<file path="src/rtl/hex_rotate_ctrl_pkg.sv">
// Shared types and constants for the hex display rotation controller.
// Debounce length DB_CYC applies only when HEX_ROTATE_DEBOUNCE_EN is defined.
package hex_rotate_ctrl_pkg;

  localparam int unsigned SEL_W  = 3;
  localparam int unsigned DB_CYC = 1000000;

  typedef enum logic {
    ST_PAUSE = 1'b0,
    ST_RUN   = 1'b1
  } state_e;

endpackage

</file>
<file path="src/rtl/key_press_pulse.sv">
// Raw active-low pushbutton to single-cycle press pulse: 2-FF synchronizer, optional
// debounce (HEX_ROTATE_DEBOUNCE_EN) and falling-edge detector.
module key_press_pulse (
  input  logic clk,
  input  logic rst_n,
  input  logic key_n,
  output logic press
);

  logic [1:0] sync_q;
  logic [2:0] prime_q;
  logic       prev_q;
  logic       level;
  logic       valid;

  // The edge detector stays disarmed until the synchronizer holds real samples, so a
  // button held through reset release reads as "already pressed" rather than a new press.
  assign valid = prime_q[2];

  always_ff @(posedge clk or negedge rst_n) begin
    if (!rst_n) begin
      sync_q  <= 2'b11;
      prime_q <= 3'b000;
      prev_q  <= 1'b0;
    end else begin
      sync_q  <= {sync_q[0], key_n};
      prime_q <= {prime_q[1:0], 1'b1};
      if (valid) begin
        prev_q <= level;
      end
    end
  end

`ifdef HEX_ROTATE_DEBOUNCE_EN
  import hex_rotate_ctrl_pkg::*;

  localparam int unsigned DB_W = $clog2(DB_CYC);

  logic            db_q;
  logic [DB_W-1:0] db_cnt_q;

  always_ff @(posedge clk or negedge rst_n) begin
    if (!rst_n) begin
      db_q     <= 1'b1;
      db_cnt_q <= '0;
    end else if (!valid) begin
      db_q     <= sync_q[1];
      db_cnt_q <= '0;
    end else if (sync_q[1] == db_q) begin
      db_cnt_q <= '0;
    end else if (db_cnt_q == DB_W'(DB_CYC - 1)) begin
      db_q     <= sync_q[1];
      db_cnt_q <= '0;
    end else begin
      db_cnt_q <= db_cnt_q + DB_W'(1);
    end
  end

  assign level = db_q;
`else
  assign level = sync_q[1];
`endif

  assign press = valid & prev_q & ~level;

endmodule

</file>
<file path="src/rtl/hex_rotate_ctrl.sv">
// Timed, button-controlled rotation index for the six HEX display select muxes.
// Optional key debounce is enabled with HEX_ROTATE_DEBOUNCE_EN.
module hex_rotate_ctrl
  import hex_rotate_ctrl_pkg::*;
#(
  parameter int unsigned TICK_DIV = 25000000,
  parameter int unsigned CNT_W    = 25,
  parameter int unsigned NUM_POS  = 6
) (
  input  logic             CLOCK_50,
  input  logic             Resetn,
  input  logic             run_key_n,
  input  logic             step_key_n,
  input  logic             dir,
  output logic [SEL_W-1:0] sel,
  output logic             tick,
  output logic             running
);

  localparam logic [CNT_W-1:0] TermCnt = CNT_W'(TICK_DIV - 1);
  localparam logic [SEL_W-1:0] LastPos = SEL_W'(NUM_POS - 1);

  logic run_press;
  logic step_press;

  key_press_pulse u_run_key (
    .clk   (CLOCK_50),
    .rst_n (Resetn),
    .key_n (run_key_n),
    .press (run_press)
  );

  key_press_pulse u_step_key (
    .clk   (CLOCK_50),
    .rst_n (Resetn),
    .key_n (step_key_n),
    .press (step_press)
  );

  state_e           state_q, state_d;
  logic [CNT_W-1:0] presc_q, presc_d;
  logic [SEL_W-1:0] sel_q, sel_d;
  logic             tick_q;
  logic             advance;

  always_ff @(posedge CLOCK_50 or negedge Resetn) begin
    if (!Resetn) begin
      state_q <= ST_PAUSE;
      presc_q <= '0;
      sel_q   <= '0;
      tick_q  <= 1'b0;
    end else begin
      state_q <= state_d;
      presc_q <= presc_d;
      sel_q   <= sel_d;
      tick_q  <= advance;
    end
  end

  always_comb begin
    state_d = state_q;
    presc_d = presc_q;
    advance = 1'b0;
    unique case (state_q)
      ST_PAUSE: begin
        presc_d = '0;
        // Run beats a simultaneous step; the step is dropped.
        if (run_press) begin
          state_d = ST_RUN;
        end else if (step_press) begin
          advance = 1'b1;
        end
      end
      ST_RUN: begin
        if (presc_q == TermCnt) begin
          presc_d = '0;
          advance = 1'b1;
        end else begin
          presc_d = presc_q + CNT_W'(1);
        end
        // A pause landing on the terminal count still lets that advance happen.
        if (run_press) begin
          state_d = ST_PAUSE;
          presc_d = '0;
        end
      end
      default: begin
        state_d = ST_PAUSE;
        presc_d = '0;
      end
    endcase
  end

  always_comb begin
    sel_d = sel_q;
    if (advance) begin
      if (dir) begin
        sel_d = (sel_q == '0) ? LastPos : sel_q - SEL_W'(1);
      end else begin
        sel_d = (sel_q == LastPos) ? '0 : sel_q + SEL_W'(1);
      end
    end
  end

  assign sel     = sel_q;
  assign tick    = tick_q;
  assign running = (state_q == ST_RUN);

endmodule

</file>
<file path="config.mk">
export PLATFORM = sky130hd
export DESIGN_NAME = hex_rotate_ctrl
export DESIGN_NICKNAME = d
export VERILOG_FILES = /design/src/rtl/hex_rotate_ctrl_pkg.sv /design/src/rtl/key_press_pulse.sv /design/src/rtl/hex_rotate_ctrl.sv
export SDC_FILE = /design/constraint.sdc
export NUM_CORES = 1
export LEC_CHECK = 0
export BUFFER_PORTS_ARGS = -buffer_cell sky130_fd_sc_hd__buf_2
export CORE_ASPECT_RATIO = 0.9
export CORE_MARGIN = 1
export CORE_UTILIZATION = 45
export CTS_CLUSTER_SIZE = 8
export DETAILED_ROUTE_END_ITERATION = 6
export SETUP_SLACK_MARGIN = 0.5
export SYNTH_ARGS = -nofsm -noshare
export SYNTH_HDL_FRONTEND = slang
export SYNTH_SLANG_ARGS = --single-unit
</file>
<file path="constraint.sdc">
create_clock -name CLOCK_50 -period 1.7 [get_ports CLOCK_50]
set_input_delay 0 -clock CLOCK_50 [delete_from_list [all_inputs] [get_ports CLOCK_50]]
set_output_delay 0 -clock CLOCK_50 [all_outputs]
set_load 0.1 [all_outputs]
</file>
Word level (Yosys, flattened, before mapping)
Index checks and enable logic that the tools add are counted.
Word-level totals
  register bits after elaboration: 42
  input port bits: 5
  logic and storage cells: 36
Operators by class
  reductions and logical operators: 1
  add/sub/neg operators: 3
  eq/ne operators: 2
  bitwise gates (word level): 7
  mux-type cells: 13
Operator list (number)
  $mux W25: 2
  $pmux W25 S2: 1
  $add A25 B1 Y25 const B: 1
  $eq A25 B25 Y1 const B: 1
  $mux W3: 3
  $mux W1: 5
  $and A1 B1 Y1: 4
  $pmux W1 S2: 2
  $add A3 B1 Y3 const B: 1
  $eq A3 B3 Y1 const B: 1
  $logic_not A3 Y1: 1
  $not A1 Y1: 3
  $sub A3 B1 Y3 const B: 1

Longest topological paths before layout
Gate-level depths: netlist of the first run.
  depth after elaboration: 5
  mapped depth: 7

Hierarchy
From an unflattened synthesis of the first run, not the netlist that was laid out.
Second synthesis, totals
  cell total of the unflattened synthesis: 186
  area, all modules: 2014.4 um^2
By module, submodules not included
  hex_rotate_ctrl: cells each 168, area each 1651.6 um^2, instances 1, sequential area each 750.7 um^2
  key_press_pulse: cells each 9, area each 181.4 um^2, instances 2, sequential area each 152.6 um^2

Least setup slack after synthesis of the first run
Ideal clock, no wire load.
  path type: reg2reg
  start: register state_q (netlist: running)
  end: register sel_q[0] (netlist: sel[0])
  library setup time: 0.125 ns
  buffers on the path: 0
  stages on the path, launching flop included: 5
  slack: -0.424 ns
  arrival time: 2.000 ns
  path through: dfrtp_1 nor4b_1 nand4_1 o21ai_1 mux2_2
On the way
  cells in the longest elaborated chain, start to end: 2
RTL lines
  from (decl): line hex_rotate_ctrl.sv:40  | state_e state_q, state_d;
  from (signal assigned): line hex_rotate_ctrl.sv:53  | state_q <= state_d;
  $not A1 Y1
  $pmux W1 S2 (*): line hex_rotate_ctrl.sv:64  | unique case (state_q)
  via advance: line hex_rotate_ctrl.sv:44  | logic advance;
  to (signal assigned): line hex_rotate_ctrl.sv:55  | sel_q <= sel_d;
  to (decl): line hex_rotate_ctrl.sv:42  | logic [SEL_W-1:0] sel_q, sel_d;
The timed path passes the listed nets; every way through them passes the cells marked *.
A chain may end at the register's enable or synchronous reset.

Final worst setup path of the first run
  start: register presc_q[9]
  end: register presc_q[24]
On the way
  cells in the longest elaborated chain, start to end: 4
  elaborated cells on any way between the ends: 5
  classes of those cells: add/sub (1); eq/ne (1); mux (3)
RTL lines
  from (decl): line hex_rotate_ctrl.sv:41  | logic [CNT_W-1:0] presc_q, presc_d;
  from (signal assigned): line hex_rotate_ctrl.sv:54  | presc_q <= presc_d;
  $add A25 B1 Y25 or $eq A25 B25 Y1 (tied branches): line hex_rotate_ctrl.sv:79, hex_rotate_ctrl.sv:75
  $mux W25 (*): line hex_rotate_ctrl.sv:75  | if (presc_q == TermCnt) begin
  $mux W25 (*): line hex_rotate_ctrl.sv:82  | if (run_press) begin
  $pmux W25 S2 (*): line hex_rotate_ctrl.sv:64
  via presc_d[24]: line hex_rotate_ctrl.sv:41
Marks and branches as above.

==> flow_summary.json, run 1 <==
{
  "status": "completed",
  "synth_edf_count": 0,
  "async_flop_share_pct": 100,
  "syn2layout_area_growth_pct": 36.8,
  "die-width_um": 72.5,
  "maxUsedRoutingLayer": "met4",
  "clk_latency_ps": 300,
  "synthMostInstantiatedCell": "dfrtp_1",
  "design_area_mm2": 0.00275,
  "grt_use_total_pct": 22.5,
  "placed_area_mm2": 0.00240,
  "path_clk_slew_ps": 80,
  "io_buffers": 9,
  "synth_area_leaders": "dfrtp_1 44%, dfstp_2 5.2%, xnor2_1 4.4%",
  "fin_nets": 256,
  "finalNonFillerCells": 310,
  "route.detailed.drc": 0,
  "gr-total-overflow": 0,
  "hold_viol": 0,
  "clock-sinks": 39,
  "seq_area_frac_synth_pct": 48.8,
  "fmax_ghz": 0.592,
  "core_mm2": 0.00418,
  "setup_violations": 0,
  "worstSetupPathType": "flop to flop",
  "yosys.cell_types.count": 46,
  "hold_path_class": "primary input to flop",
  "postRouteWirelength_mm": 4.75,
  "final.fill_count": 325,
  "dr_wl_met2_mm": 2.25,
  "ioPinCount": 10,
  "grt_pass1_vias": 1759,
  "worstPathArrival_ps": 1920,
  "diodes": 0,
  "htree_num_levels": 2,
  "critical_path.startpoint_type": "flop",
  "max_cap_violations": 0,
  "required_ps": 1930,
  "rsz0062_at_grt": "yes",
  "p_leak_nw": 1.13,
  "synth.avg_cell_area_um2": 10.0,
  "vias": 1717,
  "drtPass1Iterations": 4,
  "grt_first_pass_wirelength_mm": 8.03,
  "dieArea_mm2": 0.00474,
  "clock-root-buffer": "clkbuf_8",
  "postRouteAntennaNets": 0,
  "syn_nets": 208,
  "synth_ff_type": "dfrtp_1",
  "cts-buffers-inserted": 5,
  "gp_congestion": 0.858,
  "synth_area_mm2": 0.00201,
  "start_util_pct": 48.1,
  "netlist_instances": 201,
  "vias_per_cell": 5.54,
  "ir_worst_vdd_v": 0.000797,
  "die_h_um": 65.4,
  "yosysWarnings": 0,
  "synth_top_area_cell": "dfrtp_1",
  "drive_gt1_share_pct": 44.8,
  "met3WireLength_um": 144,
  "final-max-slew-violation-count": 0,
  "yosys-top-cells-count": "35 x dfrtp_1, 19 x nor2_1, 13 x nand2_1, 12 x nand3_1, 12 x nand4_1",
  "cts_tree": "done",
  "synth-seq-cells": 39,
  "ctsLongestPathBuffers": 2,
  "dpl.hpwl_mm": 3.25,
  "antenna_found_initial": 0,
  "max_slew_margin_pct": 61.5,
  "skew_ps": 11.3,
  "period_share_pct": 99.3,
  "worstMarginPinSlew_ps": 577,
  "seqCellArea_um2": 998,
  "drt_iter0_markers": 123,
  "routedWlPerCell_um": 15.3,
  "numPlacedInstances": 288,
  "core.rowCount": 22,
  "p_per_area_mw_per_mm2": 1030,
  "end_kind": "flop",
  "finalPower_mw": 2.83,
  "wl_met1_mm": 2.25,
  "netlist.area_leader.share_pct": 43.5,
  "cp_max_fo": 6,
  "grt_max_degree": 27,
  "layout_min_cycle_time_ps": 1690,
  "multi_input_comb_area_mm2": 0.00112
}
metal layers:
| metal | GRT usage [%] | up-vias |
|---|---|---|
| met1 | 29.5 | 837 |
| met2 | 35.3 | 39 |
| met3 | 5.06 | 14 |
| met4 | 10.8 | 0 |
| li1 | - | 827 |
| met5 | 0 | - |
kinds of logic (layout without fill, tap and decap cells):
family | after synthesis | count (layout) | synth area share (%)
other | 1 | 1 | 0.186
AO/OA/AOI/OAI | 28 | 28 | 8.52
multiplexers | 4 | 4 | 2.18
flip-flops | 39 | 39 | 48.8
XOR/XNOR | 14 | 14 | 6.09
AND/OR/NAND/NOR | 97 | 97 | 28.7
adder cells (fa/ha/maj) | 2 | 2 | 1.24
buffers and inverters | 16 | 65 | 4.29
worst max-delay path: stages (launching register included):
cell,delay (ps)
dfrtp_1,410
buf_6,130
nand4_4,90
or4_4,520
or3_1,330
a21oi_1,130
worst paths after layout:
path,start,endpoint,slack [ps],cells after the start
setup / recovery,presc_q[9],presc_q[24],10,5
hold / removal,dir,sel[0],150,4
setup reg to reg,presc_q[9],presc_q[24],10,5
hold reg to reg,u_step_key.prime_q[1],u_run_key.prime_q[2],360,0
max in group asynchronous,Resetn,presc_q[11],930,3
min in group asynchronous,Resetn,presc_q[15],230,2
layout make-up:
cell class	instances	area share [%]
inverter	5	0.682
tap	60	2.73
clock inverter	2	1.41
clock buffer	6	3.00
sequential	39	36.3
multi-input combinational	146	40.8
timing repair buffer	52	15.1
report_power, final:
group          switching (mW)  internal (mW)
Clock                   0.348          0.483
Sequential              0.113           1.03
Combinational           0.567          0.292
Total                    1.03           1.80
state kept, by name, indices dropped and copies added (netlist names):
register / count
presc_q: 25
running: 1
sel: 3
tick: 1
u_run_key.prev_q: 1
u_run_key.prime_q: 1
u_run_key.sync_q: 2
u_step_key.prev_q: 1
u_step_key.prime_q: 2
u_step_key.sync_q: 2
through the flow:
| stage | TNS [ps] | hold slack [ps] | setup WS, ps | util (%) |
|---|---|---|---|---|
| 3_3_place_gp | 0 | 33.6 | 9.25 | 57.3 |
| 4_1_cts | 0 | 153 | 27.0 | 63.9 |
| 6_report | 0 | 150 | 11.9 | 65.8 |
| 5_1_grt | -187 | 192 | -49.6 | 65.8 |
| 2_1_floorplan | 0 | -296 | 46.2 | - |
| 3_5_place_dp | -129 | 41.1 | -57.0 | 57.3 |
cell usage in the layout (no fill, tap or decap), types with 2 or more instances in the layout:
cell / synthesis / layout
buf_4: 4 / 35
dfrtp_1: 35 / 25
nor2_1: 19 / 19
nand2_1: 13 / 12
nand4_1: 12 / 12
nand3_1: 12 / 11
xnor2_1: 10 / 10
dfrtp_2: 0 / 8
a21oi_2: 0 / 6
clkbuf_8: 0 / 6
buf_2: 3 / 6
inv_1: 5 / 5
nor3_1: 7 / 5
buf_6: 1 / 5
and4_1: 5 / 4
a21oi_1: 10 / 4
xor2_1: 4 / 4
dfstp_2: 4 / 4
or4_4: 1 / 3
o21ai_2: 0 / 3
o21ai_0: 6 / 3
dlygate4sd3_1: 0 / 3
and2_1: 2 / 2
o31ai_1: 3 / 2
nand4_4: 1 / 2
or3_4: 0 / 2
or4b_4: 0 / 2
o21ai_1: 2 / 2
a31o_2: 2 / 2
nor4_1: 4 / 2
nor4b_2: 0 / 2
nor4bb_2: 0 / 2
mux2_2: 3 / 2
clkbuf_4: 0 / 2
dfrtp_4: 0 / 2
repair_timing:
action | 4_1_cts | 5_1_grt
hold buffers | 3 | 0
setup endpoints to repair | 30 | 31
resized for setup | 15 | 20
pin swaps | 13 | 6
setup buffers | 10 | 1
endpoints found under the hold margin | 22 | 0
No activity file was read; power rests on OpenSTA's default activity.
==> inputs of run 2 (changes only) <==
==> constraint.sdc (replaced) <==
create_clock -name CLOCK_50 -period 2.15 [get_ports CLOCK_50]
set_input_delay 0 -clock CLOCK_50 [delete_from_list [all_inputs] [get_ports CLOCK_50]]
set_output_delay 0 -clock CLOCK_50 [all_outputs]
set_load 0.1 [all_outputs]
==> run 2 against run 1 <==
Compared with the run above:
- non-clock buffer count down 9
- final area decreased by 6.1%
- critical path depth is the same
- maximum frequency fell by 4.2%
- largest power group unchanged
- highest routed layer unchanged
==> flow_summary.json, run 2 (same netlist as run 1, synthesis figures left out) <==
{
  "max_stage_delay_ps": 480,
  "skew_ps": 7.19,
  "clock-root-buffer": "clkbuf_8",
  "ctsLongestPathBuffers": 2,
  "max_slew_margin_pct": 42.9,
  "cp_max_fo": 7,
  "internal_power_mw": 1.37,
  "grt_first_pass_wirelength_mm": 7.69,
  "max_cap_violations": 0,
  "p_per_area_mw_per_mm2": 842,
  "cts_tree": "done",
  "path_clk_slew_ps": 80,
  "path_cells": "ha_4 > nand4_4 > or4_4 > or3_1 > a21oi_2",
  "gr-total-overflow": 0,
  "layout_commonest_cell": "buf_4",
  "design_area_mm2": 0.00258,
  "syn2layout_area_growth_pct": 28.4,
  "hold_path_class": "primary input to flop",
  "status": "completed",
  "cts-buffers-inserted": 5,
  "postRouteWirelength_mm": 4.71,
  "ioPinCount": 10,
  "clock-sinks": 39,
  "placed_area_mm2": 0.00214,
  "clk_latency_ps": 290,
  "required_ps": 2370,
  "p_sw_mw": 0.801,
  "worstSetupPathType": "flop to flop",
  "htree_num_levels": 2,
  "vias": 1686,
  "postRouteAntennaNets": 0,
  "drt_iter0_markers": 68,
  "drive_gt1_share_pct": 37.3,
  "dpl.hpwl_mm": 2.87,
  "final-max-slew-violation-count": 0,
  "routedWlPerCell_um": 15.7,
  "antenna_found_initial": 0,
  "grt_pass1_vias": 1671,
  "die_h_um": 65.4,
  "p_leak_nw": 1.05,
  "end_kind": "flop",
  "cp_slowest_cell": "or4_4",
  "route.detailed.drc": 0,
  "start_util_pct": 48.1,
  "setup_violations": 0,
  "clkPwrFrac_pct": 28.7,
  "dieArea_mm2": 0.00474,
  "grt_use_total_pct": 21.1,
  "layout_min_cycle_time_ps": 1760,
  "hold_viol": 0,
  "worstPathArrival_ps": 1980,
  "drtPass1Iterations": 4,
  "switching_share_pct": 36.8,
  "period_share_pct": 82.0,
  "fmax_ghz": 0.568,
  "worstMarginPinSlew_ps": 856,
  "io_buffers": 9,
  "largest_register_ffs": 25,
  "grt_max_degree": 40,
  "crit_family": "simple AND/OR/NAND/NOR gates",
  "core.rowCount": 22,
  "die-width_um": 72.5,
  "rsz0062_at_grt": "yes",
  "diodes": 0,
  "vias_per_cell": 5.60,
  "comb_power_share_pct": 29.9,
  "regMostFlops": "presc_q",
  "tns_ps": 0,
  "mostFrequentLayoutCells": "29 x buf_4, 21 x dfrtp_1, 19 x nor2_1, 13 x nand2_1",
  "p_seq_share_pct": 41.4,
  "fin_nets": 247,
  "cp_num_buf_inv": 0,
  "critical_path.startpoint_type": "flop",
  "ir_worst_vdd_v": 0.000445,
  "core_mm2": 0.00418,
  "gp_congestion": 0.818
}
==> run 2: final cells by class <==
class,instances,area [um^2]
repair buffers,43,333
clock buffers,5,68.8
inverters,5,18.8
multi-input cells,146,1040
flip-flops and latches,39,1000
fillers,371,1600
clock inverters,3,47.5
well taps,60,75.1
==> run 2: metal layers <==
layer | vias to the layer above | wire length (um) | track usage, %
met5 | - | 0 | 0
li1 | 807 | - | -
met3 | 7 | 168 | 4.29
met2 | 39 | 2360 | 35.3
met1 | 833 | 2140 | 28.2
met4 | 0 | 44 | 5.15
==> run 2: repair_timing <==
item,CTS,global route
endpoints found under the setup margin,27,28
hold buffers,3,0
gates resized for setup,12,11
endpoints found under the hold margin,37,0
buffers inserted,20,9
pin swaps,6,7
==> run 2: tightest hold or removal path: stages <==
cell     delay [ps]
buf_2           160
nand2_1          60
nand2_1          60
mux2_4          130
==> run 2: power by group through the flow <==
stage	Clock [mW]	Combinational (mW)	Sequential, mW
2_1_floorplan	0	0.247	1.12
3_3_place_gp	0	0.555	0.913
3_5_place_dp	0	0.572	0.919
4_1_cts	0.639	0.611	0.898
5_1_grt	0.668	0.695	0.915
6_report	0.624	0.650	0.900
==> run 2: path summary, 6_finish.rpt <==
path | start | end | slack [ps] | cells after the start
worst max-delay path | presc_q[1] | presc_q[22] | 390 | 5
worst min-delay path | dir | sel[0] | 150 | 4
worst max register to register | presc_q[1] | presc_q[22] | 390 | 5
worst min register to register | u_run_key.sync_q[0] | u_run_key.sync_q[1] | 360 | 0
max in group asynchronous | Resetn | sel[0] | 1170 | 2
min in group asynchronous | Resetn | presc_q[20] | 360 | 2
==> run 2: through the flow <==
step	setup WS, ps	hold slack, ps	instances	power (mW)	utilization (%)
2_1_floorplan	496	-296	201	1.37	-
3_3_place_gp	331	106	261	1.47	51.3
3_5_place_dp	263	107	261	1.49	51.3
4_1_cts	383	137	292	2.15	59.2
5_1_grt	321	194	301	2.28	61.7
6_report	388	148	301	2.17	61.7
==> inputs of run 3 (changes only) <==
==> constraint.sdc (replaced) <==
create_clock -name CLOCK_50 -period 1.5 [get_ports CLOCK_50]
set_input_delay 0 -clock CLOCK_50 [delete_from_list [all_inputs] [get_ports CLOCK_50]]
set_output_delay 0 -clock CLOCK_50 [all_outputs]
set_load 0.1 [all_outputs]
==> run 3 against run 2 <==
Compared with the run above:
- the flow now finishes with violations (setup timing)
- via count rose by 6.7%
- worst hold slack gained 12 ps
- core utilization up 8.3 points
- final area up 14%
- register-to-register slack worse by 660 ps
- sequential share of layout area down 4.8 points
- setup slack got worse by 660 ps
- critical path type unchanged
- critical endpoint is now presc_q[23]
- largest power group unchanged
==> flow_summary.json, run 3 (same netlist as run 1, synthesis figures left out) <==
{
  "status": "complete, but fails checks",
  "violations": "setup timing",
  "path_cells": "and4_1 > nand4_1 > buf_4 > or4_4 > a21oi_2",
  "rrSetupSlack_ps": -270,
  "core.rowCount": 22,
  "reg2reg_depth": 5,
  "final_util_pct": 70.1,
  "cts-buffers-inserted": 5,
  "gr-total-overflow": 0,
  "period_share_pct": 118,
  "layout_commonest_cell": "buf_4",
  "top_usage_layer": "met2",
  "end_kind": "flop",
  "mostFrequentLayoutCells": "59 x buf_4, 24 x dfrtp_1, 19 x nor2_1, 13 x nand2_1, 12 x nand4_1",
  "start_util_pct": 48.1,
  "fin_nets": 278,
  "worstPathArrival_ps": 2000,
  "antenna_found_initial": 0,
  "use_met3_pct": 6.29,
  "final-max-slew-violation-count": 0,
  "dpl.hpwl_mm": 3.56,
  "critical_path.startpoint_type": "flop",
  "skew_ps": 1.95,
  "cp_slowest_cell": "or4_4",
  "clock-sinks": 39,
  "regMostFlops": "presc_q",
  "vias": 1799,
  "ir_worst_vdd_v": 0.000783,
  "clk_latency_ps": 290,
  "grtUsageMet1_pct": 29.3,
  "p_leak_nw": 1.23,
  "core_mm2": 0.00418,
  "drtPass1Iterations": 4,
  "ioPinCount": 10,
  "min_path_cells": 3,
  "cts_tree": "done",
  "r2r_end": "presc_q[23]",
  "fmax_ghz": 0.564,
  "io_buffers": 9,
  "rsz0062_at_grt": "yes",
  "max_cap_violations": 0,
  "worstHoldStart": "dir",
  "ctsLongestPathBuffers": 2,
  "grt_first_pass_wirelength_mm": 8.52,
  "path_clk_slew_ps": 80,
  "gp_congestion": 0.870,
  "grt_use_total_pct": 23.9,
  "drt_iter0_markers": 112,
  "diodes": 0,
  "max_stage_delay_ps": 530,
  "tns_ps": -2980,
  "required_ps": 1730,
  "largest_register_ffs": 25,
  "met2_usage_pct": 42.8,
  "clock-root-buffer": "clkbuf_8",
  "hold_viol": 0,
  "r2r-start": "presc_q[8]",
  "grt_pass1_vias": 1822,
  "p_per_area_mw_per_mm2": 1130,
  "dieArea_mm2": 0.00474,
  "worstSetupPathType": "flop to flop",
  "cp_max_fo": 5,
  "grt_max_degree": 40,
  "die-width_um": 72.5,
  "hold_path_class": "primary input to flop",
  "drive_gt1_share_pct": 47.8,
  "htree_num_levels": 2,
  "setup_violations": 28,
  "vias_per_cell": 5.42,
  "layout_min_cycle_time_ps": 1770,
  "die_h_um": 65.4,
  "syn2layout_area_growth_pct": 45.7,
  "route.detailed.drc": 0,
  "setup_slack_ps": -274,
  "postRouteAntennaNets": 0,
  "whs_endpoint": "sel[2]",
  "postRouteWirelength_mm": 5.17,
  "routedWlPerCell_um": 15.6
}
[run 3: cell count changes in the layout (fill, tap and decap cells not counted), moves of 3 or more]
cell,delta
dfrtp_1,+3
a21oi_1,-4
buf_4,+30
buf_2,-5
dfrtp_2,-3
a21oi_2,+4
buf_6,+4
[run 3: area by class of cell]
class / instances / area, um^2
timing repair buffer: 74 / 618
fill: 317 / 1250
multi-input combinational: 146 / 1110
tap: 60 / 75.1
sequential: 39 / 1000
inverter: 5 / 18.8
clock inverter: 3 / 43.8
clock buffer: 5 / 68.8
[run 3: worst max path at each step]
| stage | cells past startpoint | slack, ps | to | from |
|---|---|---|---|---|
| global placement | 4 | -150 | presc_q[19] | presc_q[9] |
| CTS | 5 | -210 | presc_q[19] | presc_q[7] |
| global route | 5 | -350 | presc_q[19] | presc_q[8] |
| finish | 5 | -270 | presc_q[23] | presc_q[8] |
| detailed placement | 5 | -280 | sel[1] | presc_q[8] |
| floorplan | 4 | -150 | sel[0] | running |
[run 3: per-stage QoR]
step	instances	setup WS (ps)	power (mW)	area (um^2)	hold WS [ps]
after detailed placement	308	-284	2.28	2550	85.3
after CTS	327	-208	3.32	2840	149
final	332	-274	3.31	2930	160
after floorplan	201	-154	2.05	2150	-296
after global routing	332	-350	3.46	2930	169
after global placement	308	-146	2.25	2550	72.9
[run 3: critical path, delay by kind of cell (launching register included)]
family | cells | cell delay [ps]
buffers and inverters | 1 | 200
AND/OR/NAND/NOR | 3 | 950
flip-flops | 1 | 420
AO/OA/AOI/OAI | 1 | 140
[run 3: layer usage]
layer,vias to the layer above,part of all wire [%]
li1,866,-
met1,882,43
met2,45,51
met3,6,4.7
met4,0,0.93
met5,-,0
[run 3: power by group]
group | internal [mW] | switching (mW) | total [mW] | leakage (nW)
Sequential | 1.16 | 0.151 | 1.31 | 0.489
Clock | 0.496 | 0.399 | 0.894 | 0.0581
Combinational | 0.450 | 0.648 | 1.10 | 0.686
[run 3: timing repair]
action / in CTS / in global routing
setup buffers: 8 / 5
hold endpoints to repair: 37 / 0
setup endpoints to repair: 34 / 32
pin swaps: 8 / 5
cloned: 0 / 0
resized for setup: 25 / 14
hold buffers: 3 / 0
